$ cat src/rtl/alu_pkg.sv
// Shared ALU opcode, flag-index and opcode-count definitions
// for the pipelined ALU and its combinational core.
package alu_pkg;

  typedef enum logic [3:0] {
    OP_ADD = 4'd0,
    OP_SUB = 4'd1,
    OP_AND = 4'd2,
    OP_OR  = 4'd3,
    OP_XOR = 4'd4,
    OP_SHL = 4'd5,
    OP_SHR = 4'd6,
    OP_MUL = 4'd7,
    OP_MIN = 4'd8,
    OP_MAX = 4'd9,
    OP_CMP = 4'd10
  } alu_op_e;

  localparam int FLAG_N = 0;
  localparam int FLAG_Z = 1;
  localparam int FLAG_V = 2;
  localparam int FLAG_C = 3;

  localparam int ALU_OP_COUNT = 11;

endpackage

$ cat src/rtl/alu_core.sv
// Combinational WIDTH-bit ALU: result, {C,V,Z,N} flags and
// illegal-opcode error.
module alu_core
  import alu_pkg::*;
#(
  parameter int WIDTH = 8
) (
  input  logic [3:0]       op,
  input  logic             sgn,
  input  logic [WIDTH-1:0] a,
  input  logic [WIDTH-1:0] b,
  output logic [WIDTH-1:0] res,
  output logic [3:0]       flags,
  output logic             err
);

  localparam logic [WIDTH-1:0] W_V = WIDTH'(WIDTH);

  logic [WIDTH-1:0]        sh;
  logic [WIDTH-1:0]        prod;
  logic [WIDTH:0]          sum;
  logic [WIDTH:0]          dif;
  logic [WIDTH:0]          shl_x;
  logic [WIDTH:0]          lsr_x;
  logic signed [WIDTH:0]   asr_x;
  logic [WIDTH:0]          shr_x;
  logic                    lt;
  logic                    c;
  logic                    v;
  logic                    msb_a;
  logic                    msb_b;

  always_comb begin
    sh    = b % W_V;
    sum   = {1'b0, a} + {1'b0, b};
    dif   = {1'b0, a} - {1'b0, b};
    // Extra guard bit catches the last bit shifted out.
    shl_x = {1'b0, a} << sh;
    lsr_x = {a, 1'b0} >> sh;
    asr_x = $signed({a, 1'b0}) >>> sh;
    shr_x = sgn ? asr_x : lsr_x;
    prod  = a * b;
    msb_a = a[WIDTH-1];
    msb_b = b[WIDTH-1];
    if (sgn) lt = $signed(a) < $signed(b);
    else     lt = a < b;

    res = '0;
    c   = 1'b0;
    v   = 1'b0;
    err = 1'b0;
    case (op)
      OP_ADD: begin
        res = sum[WIDTH-1:0];
        c   = sum[WIDTH];
        v   = sgn & (msb_a == msb_b)
                  & (sum[WIDTH-1] != msb_a);
      end
      OP_SUB: begin
        res = dif[WIDTH-1:0];
        c   = dif[WIDTH];
        v   = sgn & (msb_a != msb_b)
                  & (dif[WIDTH-1] != msb_a);
      end
      OP_AND: res = a & b;
      OP_OR:  res = a | b;
      OP_XOR: res = a ^ b;
      OP_SHL: begin
        res = shl_x[WIDTH-1:0];
        c   = shl_x[WIDTH];
      end
      OP_SHR: begin
        res = shr_x[WIDTH:1];
        c   = shr_x[0];
      end
      OP_MUL: res = prod;
      OP_MIN: res = lt ? a : b;
      OP_MAX: res = lt ? b : a;
      OP_CMP: res = {{(WIDTH-1){1'b0}}, lt};
      default: err = 1'b1;
    endcase

    flags         = '0;
    flags[FLAG_C] = c;
    flags[FLAG_V] = v;
    flags[FLAG_Z] = ~|res;
    flags[FLAG_N] = res[WIDTH-1];
    if (err) flags = '0;
  end

endmodule

$ cat src/rtl/param_alu_pipe.sv
// Two-stage valid/ready ALU pipeline: optional operand register,
// then alu_core, then a result register feeding the output.
module param_alu_pipe
  import alu_pkg::*;
#(
  parameter int WIDTH  = 8,
  parameter int REG_IN = 1
) (
  input  logic             clk,
  input  logic             rst,
  input  logic             in_valid,
  output logic             in_ready,
  input  logic [3:0]       in_op,
  input  logic             in_signed,
  input  logic [WIDTH-1:0] in_a,
  input  logic [WIDTH-1:0] in_b,
  output logic             out_valid,
  input  logic             out_ready,
  output logic [WIDTH-1:0] out_result,
  output logic [3:0]       out_flags,
  output logic             out_err
);

  logic             s1_adv;
  logic             v1;
  logic [3:0]       op1;
  logic             sgn1;
  logic [WIDTH-1:0] a1;
  logic [WIDTH-1:0] b1;

  logic [WIDTH-1:0] core_res;
  logic [3:0]       core_flags;
  logic             core_err;

  logic             s2_valid_q, s2_valid_d;
  logic [WIDTH-1:0] s2_res_q, s2_res_d;
  logic [3:0]       s2_flags_q, s2_flags_d;
  logic             s2_err_q, s2_err_d;

  assign s1_adv = !s2_valid_q || out_ready;

  if (REG_IN != 0) begin : g_reg
    logic             s1_valid_q, s1_valid_d;
    logic [3:0]       s1_op_q, s1_op_d;
    logic             s1_sgn_q, s1_sgn_d;
    logic [WIDTH-1:0] s1_a_q, s1_a_d;
    logic [WIDTH-1:0] s1_b_q, s1_b_d;

    assign in_ready = !s1_valid_q || s1_adv;

    always_comb begin
      s1_valid_d = s1_valid_q;
      s1_op_d    = s1_op_q;
      s1_sgn_d   = s1_sgn_q;
      s1_a_d     = s1_a_q;
      s1_b_d     = s1_b_q;
      if (in_ready) s1_valid_d = in_valid;
      if (in_valid && in_ready) begin
        s1_op_d  = in_op;
        s1_sgn_d = in_signed;
        s1_a_d   = in_a;
        s1_b_d   = in_b;
      end
    end

    always_ff @(posedge clk or posedge rst) begin
      if (rst) begin
        s1_valid_q <= 1'b0;
        s1_op_q    <= '0;
        s1_sgn_q   <= 1'b0;
        s1_a_q     <= '0;
        s1_b_q     <= '0;
      end else begin
        s1_valid_q <= s1_valid_d;
        s1_op_q    <= s1_op_d;
        s1_sgn_q   <= s1_sgn_d;
        s1_a_q     <= s1_a_d;
        s1_b_q     <= s1_b_d;
      end
    end

    assign v1   = s1_valid_q;
    assign op1  = s1_op_q;
    assign sgn1 = s1_sgn_q;
    assign a1   = s1_a_q;
    assign b1   = s1_b_q;
  end else begin : g_byp
    // Without the operand register the request feeds the core directly.
    assign in_ready = s1_adv;
    assign v1       = in_valid;
    assign op1      = in_op;
    assign sgn1     = in_signed;
    assign a1       = in_a;
    assign b1       = in_b;
  end

  alu_core #(.WIDTH(WIDTH)) u_core (
    .op    (op1),
    .sgn   (sgn1),
    .a     (a1),
    .b     (b1),
    .res   (core_res),
    .flags (core_flags),
    .err   (core_err)
  );

  always_comb begin
    s2_valid_d = s2_valid_q;
    s2_res_d   = s2_res_q;
    s2_flags_d = s2_flags_q;
    s2_err_d   = s2_err_q;
    if (s1_adv) s2_valid_d = v1;
    if (v1 && s1_adv) begin
      s2_res_d   = core_res;
      s2_flags_d = core_flags;
      s2_err_d   = core_err;
    end
  end

  always_ff @(posedge clk or posedge rst) begin
    if (rst) begin
      s2_valid_q <= 1'b0;
      s2_res_q   <= '0;
      s2_flags_q <= '0;
      s2_err_q   <= 1'b0;
    end else begin
      s2_valid_q <= s2_valid_d;
      s2_res_q   <= s2_res_d;
      s2_flags_q <= s2_flags_d;
      s2_err_q   <= s2_err_d;
    end
  end

  assign out_valid  = s2_valid_q;
  assign out_result = s2_res_q;
  assign out_flags  = s2_flags_q;
  assign out_err    = s2_err_q;

endmodule

$ cat config.mk
export PLATFORM = sky130hd
export DESIGN_NAME = param_alu_pipe
export DESIGN_NICKNAME = d
export VERILOG_FILES = /design/src/rtl/alu_pkg.sv /design/src/rtl/alu_core.sv /design/src/rtl/param_alu_pipe.sv
export SDC_FILE = /design/constraint.sdc
export NUM_CORES = 1
export LEC_CHECK = 0
export ABC_AREA = 1
export CORE_ASPECT_RATIO = 1.1
export CORE_MARGIN = 10
export CORE_UTILIZATION = 40
export CTS_CLUSTER_DIAMETER = 60
export DETAILED_ROUTE_END_ITERATION = 6
export HOLD_SLACK_MARGIN = 0.06
export PLACE_DENSITY = 0.6
export REMOVE_ABC_BUFFERS = 1
export SLEW_MARGIN = 20
export SYNTH_ARGS = -nofsm -noshare
export SYNTH_HDL_FRONTEND = slang
export SYNTH_SLANG_ARGS = --single-unit
$ cat constraint.sdc
create_clock -name clk -period 4.9 [get_ports clk]
set_input_delay 0.98 -clock clk [delete_from_list [all_inputs] [get_ports clk]]
set_output_delay 0.98 -clock clk [all_outputs]
set_load 0.05 [all_outputs]
==> impl.org <==
** Timing
- Share of the clock period used by the worst path after layout :: between 80% and 90%
- Number of pins exceeding their max-slew limit in the final report :: 0
- The count of endpoints failing hold in the final timing report is 0.
- Worst-Margin Slew :: 876 ps
- After layout, the minimum clock period comes to roughly 4300 ps.
- Count of endpoints failing setup in the final report :: 0
- Clock skew :: around 4.1 ps
- In this run the tightest slew margin relative to its limit is 41.4%.
- Timing-limited maximum frequency :: ~230 MHz
- Setup repair after global routing left no endpoint under its margin.
- Adding up every negative setup slack in the final design gives 0 ps.
- The worst path meets setup with approximately 560 ps of slack.

** CTS
- Clock root cell :: clkbuf_16
- The clock passes through at most 2 buffers.
- For this design, the CTS-stage hold fixing added 0 buffers.
- Counting the buffers created by CTS gives 5.
- Reg clk slew, reported paths :: 60 ps
- The number of gates resized after CTS was 0.
- Clock tree from TritonCTS :: yes
- The H-tree was split into 2 levels.
- The tree built by TritonCTS fans out to 36 sinks.
- Skew-Pair Late Insertion Delay :: 280 ps
- In this run the post-CTS setup repair buffer count came out at 0.

** GRT
- Antenna violations before repair :: 0
- Via count of the first global-routing pass :: 4686
- Entering global routing, the biggest net connects 37 pins.
- The first global-routing pass estimated 25800 um of wire.
- Total global routing track utilization :: just over 20%
- GR Overflow Total :: 0

** Placement
- Post-DP HPWL :: around 13000 um
- # port buffers :: 39
- The placed instances occupy a cell area of 5100 sq um.
- Post-place setup slack :: roughly 560 ps
- Weighted congestion reported at the end of routability-driven placement :: 0.992

** Setup path
- Library cell contributing the largest single delay on the critical path :: fa_1
- STA puts the critical path data required time at 5130 ps.
- Worst setup slack for register-to-register paths :: 560 ps
- Critical Path Fanout Max :: 10
- CP dominant cell by count :: nand2_1
- Counting both buffers and inverters, the worst setup path holds a total of 3.
- Counting cells, the worst reg-to-reg path comes to 21.
- The signal on the critical path passes through nand2_1, fa_1, fa_1, inv_1, fa_1, inv_1, fa_1, inv_1, ha_1, nand2_1, nand2_1, o21ai_0, nand2_1, xor2_1, nand2_1, nand2_1, nand2_1, nand4_1, nor2_1, nand3_1, nand2_1.
- Destination of the worst register-to-register timing path :: out_flags[1]
- On the critical path the largest part of the delay comes from adder cells.
- STA classifies the critical path endpoint as a flip-flop.
- In this run the critical register-to-register path is launched from a1[2].
- Worst path max stage delay :: ~540 ps
- Class of the most critical setup path :: reg2reg
- The worst setup path is launched from a flip-flop.
- Arrival time of the worst setup path :: 4570 ps

** Final layout
- Most common cell after layout, fill and taps aside :: nand2_1
- Finished layout cell area :: about 5300 sq um
- Antenna diode count :: 0
- The post-route netlist has under 10% of its cells at a drive strength greater than 1.
- In the layout the commonest cells are nand2_1 (211), inv_1 (101), nor2_1 (85).
- The area growth from synthesis to layout is 14.7%.
- Net count, final :: 842

** Floorplan
- 40 I/O pins were placed.
- Once the floorplan was initialized, standard cells occupied around two fifths of the core.
- Core outline area :: around 11000 sq um
- After floorplanning, the core was divided into 41 placement rows.
- Die Y-Extent :: ~130 um
- Die area :: between 15000 and 20000 sq um
- The die is 122 um wide.

** Power and ir drop
- Cell area power density :: roughly 500 nW/um^2
- The analysis attributes to net switching a power of around 1400 uW.
- Per report_power, the combinational group accounts for 69.6% of the total.
- Net switching is a little over half of the power.
- Portion of total power attributed to the clock network :: between 10% and 20%
- Design Power :: ~2600 uW
- IR analysis of the VDD net gives a maximum drop of 431 uV.
- The internal portion of the total power is 1250 uW.
- Summed over all cells, the static leakage comes to 0.00279 uW.
- Relative contribution of sequential cells to total power :: between 10% and 20%

** Logic synthesis
- Synth Register Bits :: 36
- Mux cell area share after synthesis :: 0%
- Counting distinct cell types in the post-synthesis netlist gives 39.
- For this run, the number of Yosys warnings is 0.
- After Yosys synthesis, full adders, half adders and majority gates account for between 10% and 20% of the synthesized area.
- Mean instance size in the synthesized netlist :: 6.27 sq um
- XOR/XNOR Fraction of Synth Area :: under 10%
- Area of the mapped netlist :: approximately 4600 sq um
- Part of the Yosys area used for sequential elements :: between 15 and 20%
- In the synthesized netlist, the number of instances is 733.
- Summing the areas of all compound-gate instances in the mapped netlist gives around 14% of the synthesized area.
- Simple-gate area share of the yosys netlist :: approximately 36%
- By area, the combinational part of the netlist is dominated by simple AND/OR/NAND/NOR gates.

** Detailed routing
- For this block, the initial DRC count from the detailed router was about 360.
- Wire length per cell :: 18.0 um
- Drt pass-1 iters :: 6
- For this block, the routed nets add up to approximately 16000 um of wire.
- In the routed design, unresolved DRC markers number 0.
- Antenna Nets Post-Route :: 0
- Total vias in the final route :: slightly below 5k
- Mean number of vias per cell :: 5.32

** Job
- Number of max-cap violations :: 0

** Min path
- Worst hold path stage count :: 2
- The tightest min-delay check is of the reg2reg type.
- Worst min-delay path endpoint :: out_result[0]
- Min-Delay Startpoint :: out_result[0]

** Outcome
- Run status :: finished, final reports clean
synth_stat cells, drive strengths merged:
master | n | area [sq um]
nor2 | 89 | 344
a31oi | 1 | 6.26
or2 | 3 | 18.8
a211oi | 1 | 7.51
xnor2 | 3 | 26.3
xor2 | 7 | 61.3
nand4 | 10 | 62.6
a21oi | 50 | 277
o21bai | 1 | 7.51
o22ai | 3 | 18.8
o2111ai | 3 | 26.3
o21ai | 36 | 180
o211ai | 12 | 95.1
inv | 105 | 397
fa | 14 | 280
buf | 12 | 88.8
clkinv | 1 | 3.75
nand3 | 66 | 340
clkbuf | 15 | 56.3
nand2 | 218 | 846
a21boi | 1 | 7.51
and2 | 1 | 6.26
nor3 | 2 | 10.0
nand3b | 1 | 7.51
ha | 41 | 513
dfrtp | 36 | 901
o21a | 1 | 7.51
worst max-delay path by stage:
stage | from | depth (start not counted) | slack, ps | end
3_5_place_dp | a1[2] | 21 | 560 | out_flags[1]
2_1_floorplan | a1[1] | 21 | 750 | out_flags[1]
3_3_place_gp | a1[2] | 21 | 630 | out_flags[1]
6_report | a1[2] | 21 | 560 | out_flags[1]
4_1_cts | a1[2] | 21 | 540 | out_flags[1]
5_1_grt | a1[2] | 22 | 250 | out_flags[1]
per-stage QoR:
| step | std cells | util [%] | hold slack [ps] |
|---|---|---|---|
| final | 913 | 46.5 | 483 |
| after global routing | 913 | 46.5 | 508 |
| after global placement | 905 | 45.0 | 464 |
| after detailed placement | 905 | 45.0 | 464 |
| after floorplan | 706 | - | 566 |
| after CTS | 913 | 46.5 | 488 |
worst register-to-register path: cells and delay by family, from the launching register on:
family	cells	cell delay [ps]
AO/OA/AOI/OAI	1	170
AND/OR/NAND/NOR	11	960
buffers and inverters	3	150
flip-flops	1	520
adder cells (fa/ha/maj)	5	2280
XOR/XNOR	1	190
final cells by class:
| cell class | instances | area (sq um) |
|---|---|---|
| inverter | 106 | 400 |
| timing repair buffer | 49 | 465 |
| clock buffer | 5 | 125 |
| multi-input combinational | 564 | 3150 |
| sequential | 36 | 901 |
| clock inverter | 3 | 42.5 |
| fill | 1203 | 6070 |
| tap | 150 | 188 |
cell families (layout without fill, tap and decap cells):
group	after synthesis	in the layout
simple gates	390	390
buf+inv	133	163
compound gates	109	109
fa+ha+maj	55	55
flops	36	36
xor+xnor	10	10
routing by layer:
metal | GRT usage, % | up-vias | routed length [um]
met4 | 7.34 | 0 | 570
met1 | 26.6 | 2246 | 7230
li1 | - | 2383 | -
met3 | 3.19 | 37 | 969
met5 | 0 | - | 0
met2 | 32.3 | 187 | 7700
sequential cells by signal (all words and copies together) (netlist names):
signal            flops
out_flags             4
out_err               1
g_reg.s1_op_q         4
g_reg.s1_sgn_q        1
out_result            8
b1                    8
out_valid             1
a1                    8
g_reg.s1_valid_q      1
power groups by stage:
stage / registers, uW / clock network (uW) / logic, uW
floorplan: 583 / 0 / 1160
global placement: 442 / 0 / 1800
detailed placement: 441 / 0 / 1830
CTS: 438 / 376 / 1840
global route: 449 / 385 / 2060
finish: 438 / 367 / 1840
Power figures use the tool's default switching activity.
